<file path="src/rtl/byte_serializer.sv">
// Parallel-in/serial-out word serializer, MSB first, with a one-entry holding
// register so consecutive words stream without idle cycles between frames.
module byte_serializer #(
    parameter int   WIDTH      = 8,
    parameter logic IDLE_LEVEL = 1'b0
) (
    input  logic             clk,
    input  logic             reset,
    input  logic [WIDTH-1:0] in_data,
    input  logic             in_valid,
    output logic             in_ready,
    output logic             ser_out,
    output logic             ser_valid,
    output logic             frame_start,
    output logic             frame_end,
    output logic             busy
);

    localparam int CW = (WIDTH > 2) ? $clog2(WIDTH) : 1;

    localparam logic [0:0] S_IDLE  = 1'b0;
    localparam logic [0:0] S_SHIFT = 1'b1;

    logic [0:0]       state_q, state_d;
    logic [CW-1:0]    cnt_q, cnt_d;
    logic [WIDTH-1:0] shreg_q, shreg_d;
    logic [WIDTH-1:0] hold_q, hold_d;
    logic             hold_full_q, hold_full_d;
    logic             ser_out_q, ser_out_d;
    logic             ser_valid_q, ser_valid_d;
    logic             fs_q, fs_d;
    logic             fe_q, fe_d;

    logic             accept;
    logic             last_bit;
    logic             load_en;
    logic [WIDTH-1:0] load_word;

    assign accept   = in_valid && !hold_full_q;
    assign last_bit = (state_q == S_SHIFT) && (cnt_q == CW'(WIDTH - 1));

    // Pick the word that enters the shifter: the held word always wins over a
    // fresh one, and a fresh one only bypasses when the shifter is free.
    always_comb begin
        load_en   = 1'b0;
        load_word = in_data;
        if (state_q == S_IDLE) begin
            load_en = accept;
        end else if (last_bit) begin
            if (hold_full_q) begin
                load_en   = 1'b1;
                load_word = hold_q;
            end else begin
                load_en = accept;
            end
        end
    end

    always_comb begin
        state_d     = state_q;
        cnt_d       = cnt_q;
        shreg_d     = shreg_q;
        hold_d      = hold_q;
        hold_full_d = hold_full_q;
        ser_out_d   = IDLE_LEVEL;
        ser_valid_d = 1'b0;
        fs_d        = 1'b0;
        fe_d        = 1'b0;

        if (load_en) begin
            state_d     = S_SHIFT;
            cnt_d       = '0;
            shreg_d     = load_word << 1;
            ser_out_d   = load_word[WIDTH-1];
            ser_valid_d = 1'b1;
            fs_d        = 1'b1;
            if (last_bit && hold_full_q) begin
                hold_full_d = 1'b0;
            end
        end else if (state_q == S_SHIFT) begin
            if (last_bit) begin
                state_d = S_IDLE;
                cnt_d   = '0;
            end else begin
                cnt_d       = cnt_q + 1'b1;
                shreg_d     = shreg_q << 1;
                ser_out_d   = shreg_q[WIDTH-1];
                ser_valid_d = 1'b1;
                fe_d        = (cnt_q == CW'(WIDTH - 2));
            end
        end

        // Words arriving mid-frame park in the holding register.
        if (accept && (state_q == S_SHIFT) && !last_bit) begin
            hold_d      = in_data;
            hold_full_d = 1'b1;
        end
    end

    always_ff @(posedge clk or posedge reset) begin
        if (reset) begin
            state_q     <= S_IDLE;
            cnt_q       <= '0;
            shreg_q     <= '0;
            hold_q      <= '0;
            hold_full_q <= 1'b0;
            ser_out_q   <= IDLE_LEVEL;
            ser_valid_q <= 1'b0;
            fs_q        <= 1'b0;
            fe_q        <= 1'b0;
        end else begin
            state_q     <= state_d;
            cnt_q       <= cnt_d;
            shreg_q     <= shreg_d;
            hold_q      <= hold_d;
            hold_full_q <= hold_full_d;
            ser_out_q   <= ser_out_d;
            ser_valid_q <= ser_valid_d;
            fs_q        <= fs_d;
            fe_q        <= fe_d;
        end
    end

    assign in_ready    = !hold_full_q;
    assign ser_out     = ser_out_q;
    assign ser_valid   = ser_valid_q;
    assign frame_start = fs_q;
    assign frame_end   = fe_q;
    assign busy        = (state_q == S_SHIFT) || hold_full_q;

endmodule

</file>
<file path="config.mk">
export PLATFORM = sky130hd
export DESIGN_NAME = byte_serializer
export DESIGN_NICKNAME = d
export VERILOG_FILES = /design/src/rtl/byte_serializer.sv
export SDC_FILE = /design/constraint.sdc
export NUM_CORES = 1
export LEC_CHECK = 0
export CAP_MARGIN = 20
export CORE_MARGIN = 4
export CORE_UTILIZATION = 56
export DETAILED_ROUTE_END_ITERATION = 8
export GPL_TIMING_DRIVEN = 0
export HOLD_SLACK_MARGIN = 0.12
export PLACE_DENSITY_LB_ADDON = 0.12
export SKIP_CTS_REPAIR_TIMING = 1
export SYNTH_ARGS = -nofsm -noshare
export SYNTH_HDL_FRONTEND = slang
export SYNTH_SLANG_ARGS = --single-unit
</file>
<file path="constraint.sdc">
create_clock -name clk -period 4.1 [get_ports clk]
set_input_delay 0.615 -clock clk [delete_from_list [all_inputs] [get_ports clk]]
set_output_delay 0.615 -clock clk [all_outputs]
set_load 0.02 [all_outputs]
</file>
======== Word-level counts from Yosys, hierarchy flattened ========
Cells that the tools add are included.
word-level totals
  register bits ........................... 24
  output and inout bits ................... 6
  word-level logic and storage cells ...... 50
operators by class
  add/subtract/negate cells ............... 1
  eq/ne operators ......................... 3
  mux-type cells .......................... 25
  reduce and logical (&&, ||, !) cells .... 13
operators with widths
  kind                                                   count
  2-to-1 mux 8 bit                                       6
  2-to-1 mux 1 bit                                       16
  2-to-1 mux 3 bit                                       3
  == test 3 bit, second input constant                   2
  nonzero test 2 bit                                     3
  logical AND 1 bit                                      5
  AND reduction 2 bit                                    2
  adder 3 x 1 -> 3 bit, second input constant            1
  zero test 1 bit                                        2
  inequality test 2 x 1 -> 1 bit, second input constant  1
  logical OR 1 bit                                       1

======== Logic depth before layout (Yosys ltp) ========
Gate-level depths: netlist (run 1).
  depth in word-level cells ............... 7
  gate-level depth with buffers ........... 7

======== Worst setup path before layout (run 1) ========
OpenSTA, ideal clock, no wires.
  path type ............................... register to register
  from .................................... reg cnt_q[0]
  to ...................................... reg hold_q[0]
  data arrival time ....................... 1.482 ns
  data required time ...................... 3.975 ns
  path slack .............................. 2.494 ns
  cell stages (with the launch flop) ...... 6
  buffers on the path ..................... 0
  period minus slack after synthesis ...... 1.606 ns
  path through ............................ dfrtp_1 -> ha_1 -> ha_1 -> nand2b_2 -> nor2_8 -> mux2_2
between the ends
  cells in the longest elaborated chain, start to end .. 4
ends and longest elaborated chain
  what                    line  text
  start, declared         25    logic [CW-1:0] cnt_q, cnt_d;
  start signal, assigned  113   cnt_q <= cnt_d;
  == test 3 bit           40    assign last_bit = (state_q == S_SHIFT) && (cnt_q == CW'(WIDTH - 1));
  logical AND 1 bit       40
  zero test 1 bit         94    if (accept && (state_q == S_SHIFT) && !last_bit) begin
  logical AND 1 bit       94
  end signal, assigned    115   hold_q <= hold_d;
  end, declared           27    logic [WIDTH-1:0] hold_q, hold_d;
Every way passes these cells.
A chain may end at the register's enable or synchronous reset.

==> results.yml, run 1 <==
critical_path:
  reg2reg_to: "shreg_q[3]"
  crit_slowest_cell: "clkdlybuf4s50_1"
  reg2reg_depth: 7
  arrival_ns: 1.69
  regToRegStartpoint: "cnt_q[0]"
  required_ns: 3.48
  reg2reg_setup_slack_ns: 2.34
  max_stage_delay_ns: 0.60
  path_depth: 4
  cp-end-kind: "output pin"
  crit_family: "buffers and inverters"
  worst-path-buf-inv: 3
  worst_setup_path_start_kind: "register"
  crit_start: "ser_valid"
  critical_path_class: "register to output pin"
  path_max_fanout: 8
  cp_cell_sequence: "buf_2 -> inv_1 -> nand2_1 -> clkdlybuf4s50_1"
finish:
  area_growth_pct: 19.3
  drive_gt1_share_pct: 15.2
  fin_util_pct: 70.4
  fin_cells: 159
  layout.nets: 147
  insertedDiodeCount: 0
clock_network:
  clock_latency_ns: 0.31
  clock-sinks: 23
  clock_tree.root_cell: "clkbuf_4"
  cts_tree: "built"
  cts_buffer_depth: 2
  htreeDepth: 1
  cts_buffers: 3
  path_clk_slew_ns: 0.13
synth:
  ys_types: 26
  synthAdderAreaFrac_pct: 3.28
  syn_nets: 126
  synth_xor_area_share_pct: 0
  yosysSeqAreaShare_pct: 50.3
  synth_top_area_share_pct: 50.3
  yosysMostFrequentCell: "dfrtp_1"
  synthCells: 112
  avgSynthCellArea_um2: 10.2
  synthMuxAreaShare_pct: 7.87
  syn_area_um2: 1140
  synth-seq-cells: 23
  synth_top_family_by_area: "compound AO/OA/AOI/OAI gates"
  yosysTopAreaCell: "dfrtp_1"
  synth_warnings: 0
  synth_edf_count: 0
  ys_top_cells_by_count: "dfrtp_1 (23), o21ai_0 (11), nand2_1 (9)"
  synth-simple-area-share_pct: 14.4
  synth-main-ff-cell: "dfrtp_1"
  synth_compound_area_share_pct: 19.1
  async_flop_share_pct: 100
  synth.area.top_cells: "dfrtp_1 (50%), mux2_2 (7.9%), o21ai_0 (4.8%)"
floorplan:
  die_h_um: 53.2
  core_area_um2: 1940
  die_w_um: 53.2
  boundaryPins: 17
  die_area_um2: 2830
  fp-row-count: 16
  start_util_pct: 59.0
placement:
  place_inst: 155
  dp_slack_ns: 1.93
  port_buffers: 16
  dp_hpwl_um: 1670
  gp_congestion: 0.847
min_path:
  whs_path_depth: 2
  hold_class: "register to register"
  min_to: "ser_out"
  hp-start: "shreg_q[7]"
timing:
  rsz0062_at_grt: "false"
  fin_setup_tns_ns: 0
  hold_viol: 0
  drv_slew: 0
  setup_violations: 0
  setup_slack_ns: 1.79
  fmax_mhz: 433
  period_minus_slack_ns: 2.31
  worstMarginPinSlew_ns: 0.887
  skew_ns: 0.00430
  slew_headroom_pct: 40.8
  fin_crit_sh_pct: 56.3
job:
  cap_violations: 0
grt:
  grt_antenna_before_repair: 0
  gr-usage-all-layers_pct: 18.6
  grt_pass1_wl_um: 3820
  grt_overflow_total: 0
  grt_pass1_vias: 866
  grt_max_degree: 24
pwr:
  p_sw_share_pct: 37.5
  p_per_area_nw_per_um2: 654
  power_mw: 0.894
  netSwitchingPower_mw: 0.335
  p_seq_share_pct: 43.0
  cell_internal_pwr_mw: 0.559
  power.leakage_nw: 0.607
  clkPwrFrac_pct: 11.7
  power_frac_comb_pct: 45.3
  ir_drop_v: 0.000389
routing:
  vias_per_cell: 5.53
  drt.antenna.violating_nets: 0
  drt_iter0_drc: 25
  wl_per_cell_um: 14.1
  totalWireLength_um: 2250
  vias: 880
  dr.pass1.iters: 4
  post-route-drc-count: 0
status:
  outcome: "finished clean"
==> metrics by stage <==
step	instance area, um2	hold WS (ns)
5_1_grt	1370	0.539
3_5_place_dp	1340	0.493
6_report	1370	0.517
4_1_cts	1370	0.525
3_3_place_gp	1340	0.484
2_1_floorplan	1140	0.467
==> cells in the final DEF, fill, tap and decap left out, types with 7 or more instances in the layout <==
cell type,count
a21oi_1,8
clkdlybuf4s50_1,16
dfrtp_1,23
inv_1,7
mux2_2,8
nand2_1,9
nor2_1,7
o21ai_0,11
==> kinds of logic after synthesis <==
family	count (synthesis)
AO/OA/AOI/OAI	34
adder cells (fa/ha/maj)	3
buffers and inverters	13
flip-flops	23
multiplexers	8
AND/OR/NAND/NOR	31
==> power by group through the flow <==
| stage | Sequential (mW) | Clock, mW | Combinational (mW) |
|---|---|---|---|
| global route | 0.396 | 0.116 | 0.453 |
| CTS | 0.385 | 0.108 | 0.408 |
| floorplan | 0.395 | 0 | 0.281 |
| finish | 0.384 | 0.105 | 0.405 |
| global placement | 0.385 | 0 | 0.393 |
| detailed placement | 0.390 | 0 | 0.407 |
==> per-layer routing <==
| metal | GRT usage (%) | routed length, um | vias up |
|---|---|---|---|
| met5 | 0 | 0 | - |
| met4 | 7.23 | 31 | 0 |
| met3 | 2.54 | 114 | 4 |
| met2 | 32.7 | 1120 | 20 |
| met1 | 22.7 | 980 | 420 |
| li1 | - | - | 436 |
==> worst register-to-register path, stage by stage (launching register included) <==
cell     delay [ns]
dfrtp_1        0.43
ha_1           0.21
ha_1           0.18
buf_2          0.17
nor2b_1        0.15
o21ai_2        0.33
nor2_1         0.07
a21oi_1        0.14
==> worst max path at each step <==
| stage | endpoint | slack [ns] |
|---|---|---|
| floorplan | hold_q[0] | 2.49 |
| global placement | hold_q[6] | 1.95 |
| detailed placement | hold_q[6] | 1.93 |
| CTS | busy | 1.79 |
| global route | busy | 1.71 |
| finish | busy | 1.79 |
==> final cells by class <==
cell class	instances	area [um2]
flip-flops and latches	23	576
fillers	162	576
multi-input cells	76	512
repair buffers	16	160
well taps	27	33.8
plain buffers	6	31.3
inverters	7	26.3
clock buffers	3	22.5
clock inverters	1	5.00
==> registers in the layout, summed over array words and instances, names as in the netlist <==
register / flops
shreg_q: 7
frame_end: 1
ser_out: 1
hold_full_q: 1
hold_q: 8
cnt_q: 3
frame_start: 1
ser_valid: 1
Power figures use the tool's default switching activity.
==> inputs of run 2 (changes only) <==
--- a/config.mk
+++ b/config.mk
@@ -7,7 +7,7 @@
 export LEC_CHECK = 0
 export CAP_MARGIN = 20
 export CORE_MARGIN = 4
-export CORE_UTILIZATION = 56
+export CORE_UTILIZATION = 47
 export DETAILED_ROUTE_END_ITERATION = 8
 export GPL_TIMING_DRIVEN = 0
 export HOLD_SLACK_MARGIN = 0.12
==> constraint.sdc (replaced) <==
create_clock -name clk -period 1.9 [get_ports clk]
set_input_delay 0.285 -clock clk [delete_from_list [all_inputs] [get_ports clk]]
set_output_delay 0.285 -clock clk [all_outputs]
set_load 0.02 [all_outputs]
==> run 2 against run 1 <==
Effect of this change:
- sequential share of layout area decreased by 0.15 points
- global-route usage decreased by 3.0 points
- critical path depth increased by 1
- non-clock buffer count unchanged
- final cell count increased by 0.63%
- final area increased by 0.37%
- setup slack got worse by 1.7 ns
- via count increased by 2.8%
- register-to-register slack got worse by 2.2 ns
==> results.yml, run 2 (same netlist as run 1, synthesis figures left out) <==
job:
  cap_violations: 0
grt:
  grt_pass1_vias: 903
  gr-usage-all-layers_pct: 15.6
  grt_overflow_total: 0
  grt_pass1_wl_um: 3990
  grt_antenna_before_repair: 0
  grt_max_degree: 24
pwr:
  ir_drop_v: 0.000701
  netSwitchingPower_mw: 0.732
  p_seq_share_pct: 42.8
  power.leakage_nw: 0.621
  p_sw_share_pct: 37.7
  power_frac_comb_pct: 45.4
  p_per_area_nw_per_um2: 1420
  clkPwrFrac_pct: 11.8
  cell_internal_pwr_mw: 1.21
critical_path:
  crit_family: "simple AND/OR/NAND/NOR gates"
  crit_slowest_cell: "dfrtp_1"
  crit_start: "cnt_q[0]"
  max_stage_delay_ns: 0.43
  reg2reg_depth: 5
  reg2reg_setup_slack_ns: 0.12
  critical_path_class: "register to register"
  arrival_ns: 1.99
  worst_setup_path_start_kind: "register"
  cp-end-kind: "register"
  cp_common_cell: "ha_1"
  cp_cell_sequence: "ha_1 -> ha_1 -> nand2b_2 -> nor2_8 -> mux2_2"
  regToRegStartpoint: "cnt_q[0]"
  required_ns: 2.11
  path_max_fanout: 8
  reg2reg_to: "hold_q[1]"
  worst-path-buf-inv: 0
placement:
  port_buffers: 16
  gp_congestion: 0.807
  dp_hpwl_um: 1650
clock_network:
  cts_buffers: 3
  cts_buffer_depth: 2
  clock_tree.root_cell: "clkbuf_4"
  path_clk_slew_ns: 0.13
  cts_tree: "built"
  clock_latency_ns: 0.31
  clock-sinks: 23
  htreeDepth: 1
status:
  outcome: "finished clean"
routing:
  post-route-drc-count: 0
  drt_iter0_drc: 26
  wl_per_cell_um: 14.8
  totalWireLength_um: 2360
  drt.antenna.violating_nets: 0
  vias_per_cell: 5.66
  vias: 905
  dr.pass1.iters: 4
timing:
  whs_ns: 0.454
  drv_slew: 0
  slew_headroom_pct: 40.5
  fmax_mhz: 563
  period_minus_slack_ns: 1.78
  fin_crit_sh_pct: 93.6
  rsz0062_at_grt: "false"
  hold_viol: 0
  skew_ns: 0.00346
  worstMarginPinSlew_ns: 0.892
  setup_violations: 0
floorplan:
  boundaryPins: 17
  core_area_um2: 2250
  start_util_pct: 50.8
  die_area_um2: 3290
  fp-row-count: 17
  die_w_um: 57.4
  die_h_um: 57.4
finish:
  drive_gt1_share_pct: 14.4
  area_growth_pct: 19.8
  nFillCells: 218
  insertedDiodeCount: 0
  layout.nets: 147
  largest_register_ffs: 8
  fin_util_pct: 60.8
  final_common_cell: "dfrtp_1"
  top_regs: "hold_q (8), shreg_q (7), cnt_q (3)"
  regMostFlops: "hold_q"
  final_cell_mix: "dfrtp_1 (23), clkdlybuf4s50_1 (14), o21ai_0 (11), nand2_1 (9)"
min_path:
  hold_class: "input port to async pin"
[run 2: how the worst max path moves through the flow]
stage	cells after the start	slack, ns	to
floorplan	5	0.29	hold_q[0]
global placement	5	0.02	hold_q[1]
detailed placement	5	0.02	hold_q[1]
CTS	4	-0.08	busy
global route	7	0.004	shreg_q[2]
finish	5	0.12	hold_q[1]
[run 2: per-layer routing]
metal	share of wire [%]	routed length, um	global-route usage, %	vias up
met5	0	0	0	-
met4	1.7	40	7.95	0
met3	6.0	141	2.49	5
met2	46	1080	24.2	29
met1	46	1100	20.9	437
li1	-	-	-	434
[run 2: final cells by class]
type	count	area (um2)	area share (%)
clock buffer	4	26.3	1.92
timing repair buffer	16	165	12.0
tap	28	35.0	2.55
inverter	7	26.3	1.92
multi-input combinational	76	512	37.3
buffer	6	31.3	2.28
sequential	23	576	42.0
[run 2: metrics by stage]
| stage | cells | setup TNS [ns] | power [mW] | setup slack [ns] | cell area (um2) |
|---|---|---|---|---|---|
| final | 160 | 0 | 1.94 | 0.122 | 1370 |
| after global routing | 160 | 0 | 2.09 | 0.00355 | 1370 |
| after CTS | 160 | -0.103 | 1.95 | -0.0811 | 1370 |
| after detailed placement | 156 | 0 | 1.72 | 0.0156 | 1340 |
| after global placement | 156 | 0 | 1.69 | 0.0248 | 1340 |
| after floorplan | 112 | 0 | 1.46 | 0.294 | 1140 |
[run 2: power groups by stage]
| stage | registers [mW] | logic (mW) | clock network, mW |
|---|---|---|---|
| floorplan | 0.852 | 0.606 | 0 |
| global placement | 0.831 | 0.859 | 0 |
| detailed placement | 0.842 | 0.883 | 0 |
| CTS | 0.829 | 0.887 | 0.238 |
| global route | 0.861 | 0.971 | 0.259 |
| finish | 0.832 | 0.881 | 0.229 |
